===== src/rtl/ntt_pkg.sv =====
`default_nettype none
// +-----------------------------------------------------------------+
// | ntt_pkg : shared types and sizes for the NTT butterfly scheduler |
// | rev 1.0                                                          |
// +-----------------------------------------------------------------+
`ifndef RING_SIZE
`define RING_SIZE 8
`endif

package ntt_pkg;
  localparam int RING_SIZE = `RING_SIZE;
  localparam int LOG_N     = $clog2(RING_SIZE);
  localparam int HALF_N    = RING_SIZE / 2;
  localparam int STAGE_W   = (LOG_N > 1) ? $clog2(LOG_N) : 1;

  typedef enum logic [1:0] {
    IDLE  = 2'd0,
    RUN   = 2'd1,
    DRAIN = 2'd2,
    DONE  = 2'd3
  } sched_state_t;

  typedef logic [LOG_N-1:0] ntt_idx_t;

  typedef struct packed {
    logic     valid;
    ntt_idx_t idx_a;
    ntt_idx_t idx_b;
  } wb_entry_t;
endpackage
`default_nettype wire


===== src/rtl/ntt_wb_delay.sv =====
`default_nettype none
// +-----------------------------------------------------------------+
// | ntt_wb_delay : fixed-depth delay line of write-back entries      |
// | rev 1.0                                                          |
// +-----------------------------------------------------------------+
module ntt_wb_delay
  import ntt_pkg::*;
#(
  parameter int DEPTH = 4
) (
  input  logic      clk,
  input  logic      reset,
  input  wb_entry_t din,
  output wb_entry_t dout
);
  wb_entry_t taps [DEPTH+1];

  assign taps[0] = din;

  for (genvar g = 0; g < DEPTH; g++) begin : g_stage
    wb_entry_t q;
    always_ff @(posedge clk or negedge reset) begin
      if (!reset) q <= '0;
      else        q <= taps[g];
    end
    assign taps[g+1] = q;
  end

  assign dout = taps[DEPTH];
endmodule
`default_nettype wire


===== src/rtl/ntt_butterfly_scheduler.sv =====
`default_nettype none
// +-----------------------------------------------------------------+
// | ntt_butterfly_scheduler : in-place radix-2 DIT NTT issue control |
// | rev 1.0                                                          |
// +-----------------------------------------------------------------+
module ntt_butterfly_scheduler
  import ntt_pkg::*;
#(
  parameter int PIPE_LAT = 4
) (
  input  logic               clk,
  input  logic               reset,
  input  logic               load_done,
  input  logic               bf_ready,
  output logic               bf_valid,
  output logic [LOG_N-1:0]   idx_a,
  output logic [LOG_N-1:0]   idx_b,
  output logic               bank_a,
  output logic               bank_b,
  output logic [LOG_N-2:0]   addr_a,
  output logic [LOG_N-2:0]   addr_b,
  output logic [LOG_N-2:0]   tw_idx,
  output logic [STAGE_W-1:0] stage,
  output logic               wb_valid,
  output logic [LOG_N-1:0]   wb_idx_a,
  output logic [LOG_N-1:0]   wb_idx_b,
  output logic               busy,
  output logic               ntt_done
);
  localparam int DCNT_W = (PIPE_LAT > 1) ? $clog2(PIPE_LAT) : 1;
  typedef logic [LOG_N-2:0] k_t;

  sched_state_t        state, state_nxt;
  k_t                  k, k_nxt, lowk;
  logic [STAGE_W-1:0]  s, s_nxt;
  logic [DCNT_W-1:0]   dcnt, dcnt_nxt;
  logic                load_q, armed, start, accept;
  ntt_idx_t            kx, half, ia;
  wb_entry_t           wb_in, wb_out;

  // armed requires load_done to be seen low after reset, so a level held
  // high across reset release cannot masquerade as a fresh rising edge
  assign start  = load_done & ~load_q & armed;
  assign accept = bf_valid & bf_ready;

  always_ff @(posedge clk or negedge reset) begin
    if (!reset) begin
      state  <= IDLE;
      k      <= '0;
      s      <= '0;
      dcnt   <= '0;
      load_q <= 1'b0;
      armed  <= 1'b0;
    end else begin
      state  <= state_nxt;
      k      <= k_nxt;
      s      <= s_nxt;
      dcnt   <= dcnt_nxt;
      load_q <= load_done;
      armed  <= armed | ~load_done;
    end
  end

  always_comb begin
    state_nxt = state;
    k_nxt     = k;
    s_nxt     = s;
    dcnt_nxt  = dcnt;
    case (state)
      IDLE: if (start) begin
        state_nxt = RUN;
        k_nxt     = '0;
        s_nxt     = '0;
      end
      RUN: if (accept) begin
        k_nxt = k + 1'b1;
        if (k == k_t'(HALF_N - 1)) begin
          state_nxt = DRAIN;
          dcnt_nxt  = '0;
        end
      end
      DRAIN: begin
        if (dcnt == DCNT_W'(PIPE_LAT - 1)) begin
          if (s == STAGE_W'(LOG_N - 1)) begin
            state_nxt = DONE;
          end else begin
            s_nxt     = s + 1'b1;
            k_nxt     = '0;
            state_nxt = RUN;
          end
        end else begin
          dcnt_nxt = dcnt + 1'b1;
        end
      end
      DONE: if (!load_done) state_nxt = IDLE;
      default: state_nxt = IDLE;
    endcase
  end

  // Issue fields are forced to zero outside RUN so reset and idle read as 0
  always_comb begin
    kx       = ntt_idx_t'(k);
    half     = ntt_idx_t'(1) << s;
    lowk     = k & k_t'(half - ntt_idx_t'(1));
    ia       = (((kx >> s) << 1) << s) | ntt_idx_t'(lowk);
    bf_valid = (state == RUN);
    busy     = (state == RUN) || (state == DRAIN);
    ntt_done = (state == DONE);
    stage    = s;
    idx_a    = bf_valid ? ia : '0;
    idx_b    = bf_valid ? (ia | half) : '0;
    tw_idx   = bf_valid ? (lowk << (LOG_N - 1 - int'(s))) : '0;
  end

  assign bank_a = idx_a[LOG_N-1];
  assign bank_b = idx_b[LOG_N-1];
  assign addr_a = idx_a[LOG_N-2:0];
  assign addr_b = idx_b[LOG_N-2:0];

  assign wb_in.valid = accept;
  assign wb_in.idx_a = accept ? idx_a : '0;
  assign wb_in.idx_b = accept ? idx_b : '0;

  ntt_wb_delay #(
    .DEPTH (PIPE_LAT)
  ) u_wb_delay (
    .clk   (clk),
    .reset (reset),
    .din   (wb_in),
    .dout  (wb_out)
  );

  assign wb_valid = wb_out.valid;
  assign wb_idx_a = wb_out.idx_a;
  assign wb_idx_b = wb_out.idx_b;
endmodule
`default_nettype wire


===== config.mk =====
export PLATFORM = sky130hd
export DESIGN_NAME = ntt_butterfly_scheduler
export DESIGN_NICKNAME = d
export VERILOG_FILES = /design/src/rtl/ntt_pkg.sv /design/src/rtl/ntt_wb_delay.sv /design/src/rtl/ntt_butterfly_scheduler.sv
export SDC_FILE = /design/constraint.sdc
export NUM_CORES = 1
export LEC_CHECK = 0
export ABC_AREA = 1
export BUFFER_PORTS_ARGS = -buffer_cell sky130_fd_sc_hd__buf_4
export CAP_MARGIN = 0
export CORE_AREA = 2 2 67 69
export CTS_CLUSTER_SIZE = 8
export DETAILED_ROUTE_END_ITERATION = 10
export DIE_AREA = 0 0 69 71
export PLACE_DENSITY = 0.58
export SYNTH_ARGS = -nofsm -noshare
export SYNTH_HDL_FRONTEND = slang
export SYNTH_SLANG_ARGS = --single-unit

===== constraint.sdc =====
create_clock -name clk -period 1.9 [get_ports clk]
set_clock_uncertainty 0.1 [all_clocks]
set_input_delay 0 -clock clk [delete_from_list [all_inputs] [get_ports clk]]
set_output_delay 0 -clock clk [all_outputs]
set_load 0.03 [all_outputs]

**Word-level counts from Yosys, hierarchy flattened**

Index checks and enable logic that the tools add are counted.

- Add/sub/neg operators: 5
- Equality and inequality tests: 13
- Shift operators: 4
- Mux-type cells: 24
- Bitwise operators: 9
- Reductions and logical operators: 9

Operator list:

| operator | number |
|---|---|
| 2-bit 2-to-1 mux | 16 |
| 2-bit by 32-bit << shifter with 2-bit output | 1 |
| 3-bit 2-to-1 mux | 4 |
| 2-bit == test, second input constant | 5 |
| 2-bit inequality test, second input constant | 5 |
| 5-bit AND reduction | 2 |
| 2-bit one-hot mux with 2 select lines | 2 |
| 2-bit one-hot mux with 4 select lines | 1 |
| 4-bit AND reduction | 2 |
| 2-bit by 1-bit adder with 2-bit output, second input constant | 3 |
| 2-bit one-hot mux with 3 select lines | 1 |
| 2-bit by 1-bit inequality test with 1-bit output, second input constant | 2 |
| 2-bit nonzero test | 2 |
| 1-bit AND | 3 |
| 3-bit by 2-bit bitwise OR with 3-bit output | 1 |
| 3-bit bitwise OR | 1 |
| 3-bit nonzero test | 1 |
| 1-bit by 2-bit << shifter with 3-bit output, first input constant | 1 |
| 3-bit by 2-bit << shifter with 3-bit output | 1 |
| 2-bit by 2-bit subtractor with 3-bit output, first input constant | 1 |
| 2-bit AND | 1 |
| 2-bit by 1-bit == test with 1-bit output, second input constant | 1 |
| 2-bit zero test | 1 |
| 1-bit NOT | 2 |
| other kinds (4) | 4 |

- Flip-flop bits (word level): 38
- Input port bits: 4
- Logic and storage cells: 82

**Longest topological paths before layout**

- Word-level depth: 7
- Depth in mapped cells: 9
- Gate-level depth less buffers: 8

**By module**

A second synthesis with hierarchy kept.

- Cells, all modules: 148
- Area, all modules: 1,585.3 µm²

By module, submodules not included:

| module | times used | cells an instance | area an instance (µm²) | seq. area each (µm²) |
|---|---|---|---|---|
| ntt_butterfly_scheduler | 1 | 120 | 884.6 | 250.2 |
| ntt_wb_delay | 1 | 28 | 700.7 | 700.7 |

**Worst setup path before layout**

OpenSTA, ideal clock, no wires.

- Path type: register to output
- Start point: reg s[0] (netlist: stage[0])
- End point: out idx_a[1]
- Arrival: 1.933 ns
- Required time: 1.800 ns
- Slack: -0.133 ns
- Cell stages (with the launch flop): 9
- Cells stage by stage: dfrtp_1 > inv_1 > ha_1 > nand2_1 > nand3_1 > nand2_1 > inv_1 > nor2_1 > buf_4

- Cells in the longest elaborated chain, start to end: 5

RTL lines:

| element | RTL line | RTL |
|---|---|---|
| start: declaration | ntt_butterfly_scheduler.sv:35 | `logic [STAGE_W-1:0] s, s_nxt;` |
| start signal: assignment | ntt_butterfly_scheduler.sv:57 | `s <= s_nxt;` |
| 1-bit by 2-bit << shifter with 3-bit output | ntt_butterfly_scheduler.sv:103 | `half = ntt_idx_t'(1) << s;` |
| 2-bit by 1-bit subtractor with 2-bit output | ntt_butterfly_scheduler.sv:104 | `lowk = k & k_t'(half - ntt_idx_t'(1));` |
| 2-bit AND | ntt_butterfly_scheduler.sv:104 |  |
| 3-bit by 2-bit bitwise OR with 3-bit output (*) | ntt_butterfly_scheduler.sv:105 | `ia = (((kx >> s) << 1) << s) \| ntt_idx_t'(lowk);` |
| 3-bit 2-to-1 mux (*) | ntt_butterfly_scheduler.sv:110 | `idx_a = bf_valid ? ia : '0;` |
| end: declaration | ntt_butterfly_scheduler.sv:16 | `output logic [LOG_N-1:0] idx_a,` |

Every way passes the cells marked *; elsewhere a longest branch is shown, timed or not.

**Worst setup path after layout**

- Start point: reg s[0] (netlist: stage[0])
- End point: out addr_b[1]

- Cells in the longest elaborated chain, start to end: 6

RTL lines:

| element | RTL line | RTL |
|---|---|---|
| 1-bit by 2-bit << shifter with 3-bit output | ntt_butterfly_scheduler.sv:103 |  |
| 2-bit by 1-bit subtractor with 2-bit output | ntt_butterfly_scheduler.sv:104 |  |
| 2-bit AND | ntt_butterfly_scheduler.sv:104 |  |
| 3-bit by 2-bit bitwise OR with 3-bit output | ntt_butterfly_scheduler.sv:105 |  |
| 3-bit bitwise OR (*) | ntt_butterfly_scheduler.sv:111 | `idx_b = bf_valid ? (ia \| half) : '0;` |
| 3-bit 2-to-1 mux (*) | ntt_butterfly_scheduler.sv:111 |  |
| end: declaration | ntt_butterfly_scheduler.sv:21 | `output logic [LOG_N-2:0] addr_b,` |

Marked as above.

==> results.yml <==
outcome:
  status: "completed"
global_route:
  grt_max_degree: 39
  grt_pass1_wl_um: 4878
  overflow: 0
  antenna_found_initial: 0
  grt_pass1_vias: 1066
  grt_usage_pct: 12.82
timing:
  setup_viol: 0
  tightest_slew_ns: 0.4658
  report.final.hold_viol_count: 0
  setup_ws_ns: 0.09488
  rsz0062_at_grt: "no"
  period_share_pct: 95.01
  max_slew_margin_pct: 68.95
  slew_violations: 0
  period_minus_slack_ns: 1.805
  setup_tns_ns: 0
  max_freq_mhz: 554.0
clock_tree:
  cts_tree: "built"
  cts_max_path_buffers: 2
  cts_made_buffers: 5
  clkSlewWorstSetupHoldPaths_ns: 0.07
  h-tree-depth: 2
  clkLatencyLatePin_ns: 0.28
  clock-sinks: 38
  root_buffer: "clkbuf_8"
layout:
  seqCellArea_um2: 952.2
  fin_nets: 203
  multiInputGateArea_um2: 548.0
  fin_cells: 241
  n_fill_cell: 390
  syn_to_final_growth_pct: 23.97
  drive_above_1_share_pct: 32.80
  num_antenna_cells: 0
drt:
  dr.pass1.iters: 4
  routed_via_density: 4.610
  first_iter_violations: 113
  drtAntennaViolNets: 0
  via_count: 1111
  wl_um: 2867
  post-route-drc-count: 0
  wl_per_cell_um: 11.90
logic_synthesis:
  ys_warn_count: 0
  ys_seq_elements: 38
  synth_top_area_share_pct: 58.78
  synth.area.top_cells: "dfrtp_1, ha_1, nand2_1"
  synth_edf_count: 0
  synth_largest_area_cell: "dfrtp_1"
  syn_nets: 169
  synth-async-reset-ratio_pct: 100.0
  synth_area_per_cell_um2: 10.51
  synthTopCellsByCount: "dfrtp_1, nand2_1, inv_1"
  synth_cell_types: 21
  yosys_most_used_dff: "dfrtp_1"
  syn-instance-count: 154
  synth.most_common_cell: "dfrtp_1"
  seq_area_frac_synth_pct: 58.78
  syn_area_um2: 1618
floorplanning:
  coreArea_um2: 4204
  die_h_um: 71
  initial_core_util_pct: 38.48
  die_x_um: 69
  top_level_ports: 30
  rows: 24
  fp.dieArea_um2: 4899
critical_path:
  cp_slowest_cell: "dfrtp_2"
  rrSetupSlack_ns: 0.16
  cp-end-kind: "output pin"
  worstPathCellList: "buf_4 > ha_1 > inv_1 > nand2_1 > nand3_1 > nand3_2 > nand2_2 > inv_1 > buf_4"
  crit_buf_inv: 4
  worstPathArrival_ns: 1.71
  required_ns: 1.80
  crit_fanout: 6
  cp_top_family: "buffers and inverters"
  crit_path_start_kind: "register"
  slowest_delay_ns: 0.41
  timing_worst_setup_path_type: "register to output pin"
power:
  powerDensity_nw_per_um2: 1532
  leakage_nw: 1.102
  total_power_w: 0.003073
  vdd_drop_max_v: 0.0007373
placed_design:
  dp.final_hpwl_um: 2068
  dp_cells: 228
  place_ws_ns: 0.1974
  gp_congestion: 0.8038
  io_buffers: 29
hold_path:
  hold_class: "input port to async pin"
flow_run:
  maxCapViolCount: 0
[worst paths after layout]
kind	startpoint	to	cells after the start
max	stage[0]$_DFFE_PN0P_	addr_b[1]	9
min	reset	u_wb_delay.dout[1]$_DFF_PN0_	2
max reg2reg	state[0]$_DFFE_PN0P_	dcnt[1]$_DFFE_PN0P_	7
min reg2reg	u_wb_delay.g_stage[0].q[6]$_DFF_PN0_	u_wb_delay.g_stage[1].q[6]$_DFF_PN0_	0
max in group asynchronous	reset	stage[0]$_DFFE_PN0P_	2
min in group clk	u_wb_delay.g_stage[0].q[6]$_DFF_PN0_	u_wb_delay.g_stage[1].q[6]$_DFF_PN0_	0
[logic make-up (layout without fill, tap and decap cells)]
| kind of cell | after synthesis | in the layout | share of synthesized area (%) |
|---|---|---|---|
| flip-flops | 38 | 38 | 58.78 |
| AO/OA/AOI/OAI | 8 | 8 | 2.474 |
| adder cells (fa/ha/maj) | 11 | 11 | 8.507 |
| AND/OR/NAND/NOR | 69 | 69 | 21.42 |
| buffers and inverters | 28 | 63 | 8.816 |
[sequential cells by signal (all words and copies together), names as in the netlist]
signal	count
u_wb_delay.g_stage.q	21
u_wb_delay.dout	7
dcnt	2
k	2
stage	2
state	2
armed	1
load_q	1
[repair_timing]
action	4_1_cts	5_1_grt
endpoints found under the setup margin	7	7
gates resized for setup	2	6
buffers inserted	2	0
hold endpoints to repair	47	0
hold buffers	3	0
pin swaps	0	0
[through the flow]
stage          cell area, um2  util (%)  hold slack [ns]
6_report                 2006     47.71           0.1172
5_1_grt                  2006     47.71           0.1770
4_1_cts                  1993     47.41           0.1277
3_5_place_dp             1849     43.99          -0.1087
3_3_place_gp             1849     43.99          -0.1112
2_1_floorplan            1627         -          -0.3956
[cells in the final DEF, fill, tap and decap left out, types with 4 or more instances in the layout]
cell type   n
dfrtp_1    37
buf_4      32
nand2_1    31
inv_1      15
ha_1       10
nand3_1     9
nor2_1      9
clkbuf_8    6
inv_2       5
nand4_1     4
o21ai_1     4
[where the power goes]
| group | internal (W) | switching [W] | total, W |
|---|---|---|---|
| clock | 0.000291 | 0.000268 | 0.000559 |
| combinational | 0.000514 | 0.000942 | 0.00146 |
| sequential | 0.000966 | 0.0000916 | 0.00106 |
[cell type report]
type | count | area share, %
Clock inverter | 2 | 0.6238
Tap cell | 52 | 3.244
Timing Repair Buffer | 35 | 13.47
Inverter | 20 | 3.743
Clock buffer | 6 | 4.117
Sequential cell | 38 | 47.47
Multi-Input combinational cell | 88 | 27.32
[per-layer routing]
layer / routed length (um) / GRT usage (%) / vias to the layer above
li1: - / - / 542
met1: 1276 / 15.94 / 534
met2: 1392 / 20.94 / 28
met3: 148 / 4.416 / 7
met4: 48 / 4.575 / 0
met5: 0 / 0 / -
Note: power is estimated with default switching activity, not from simulation.
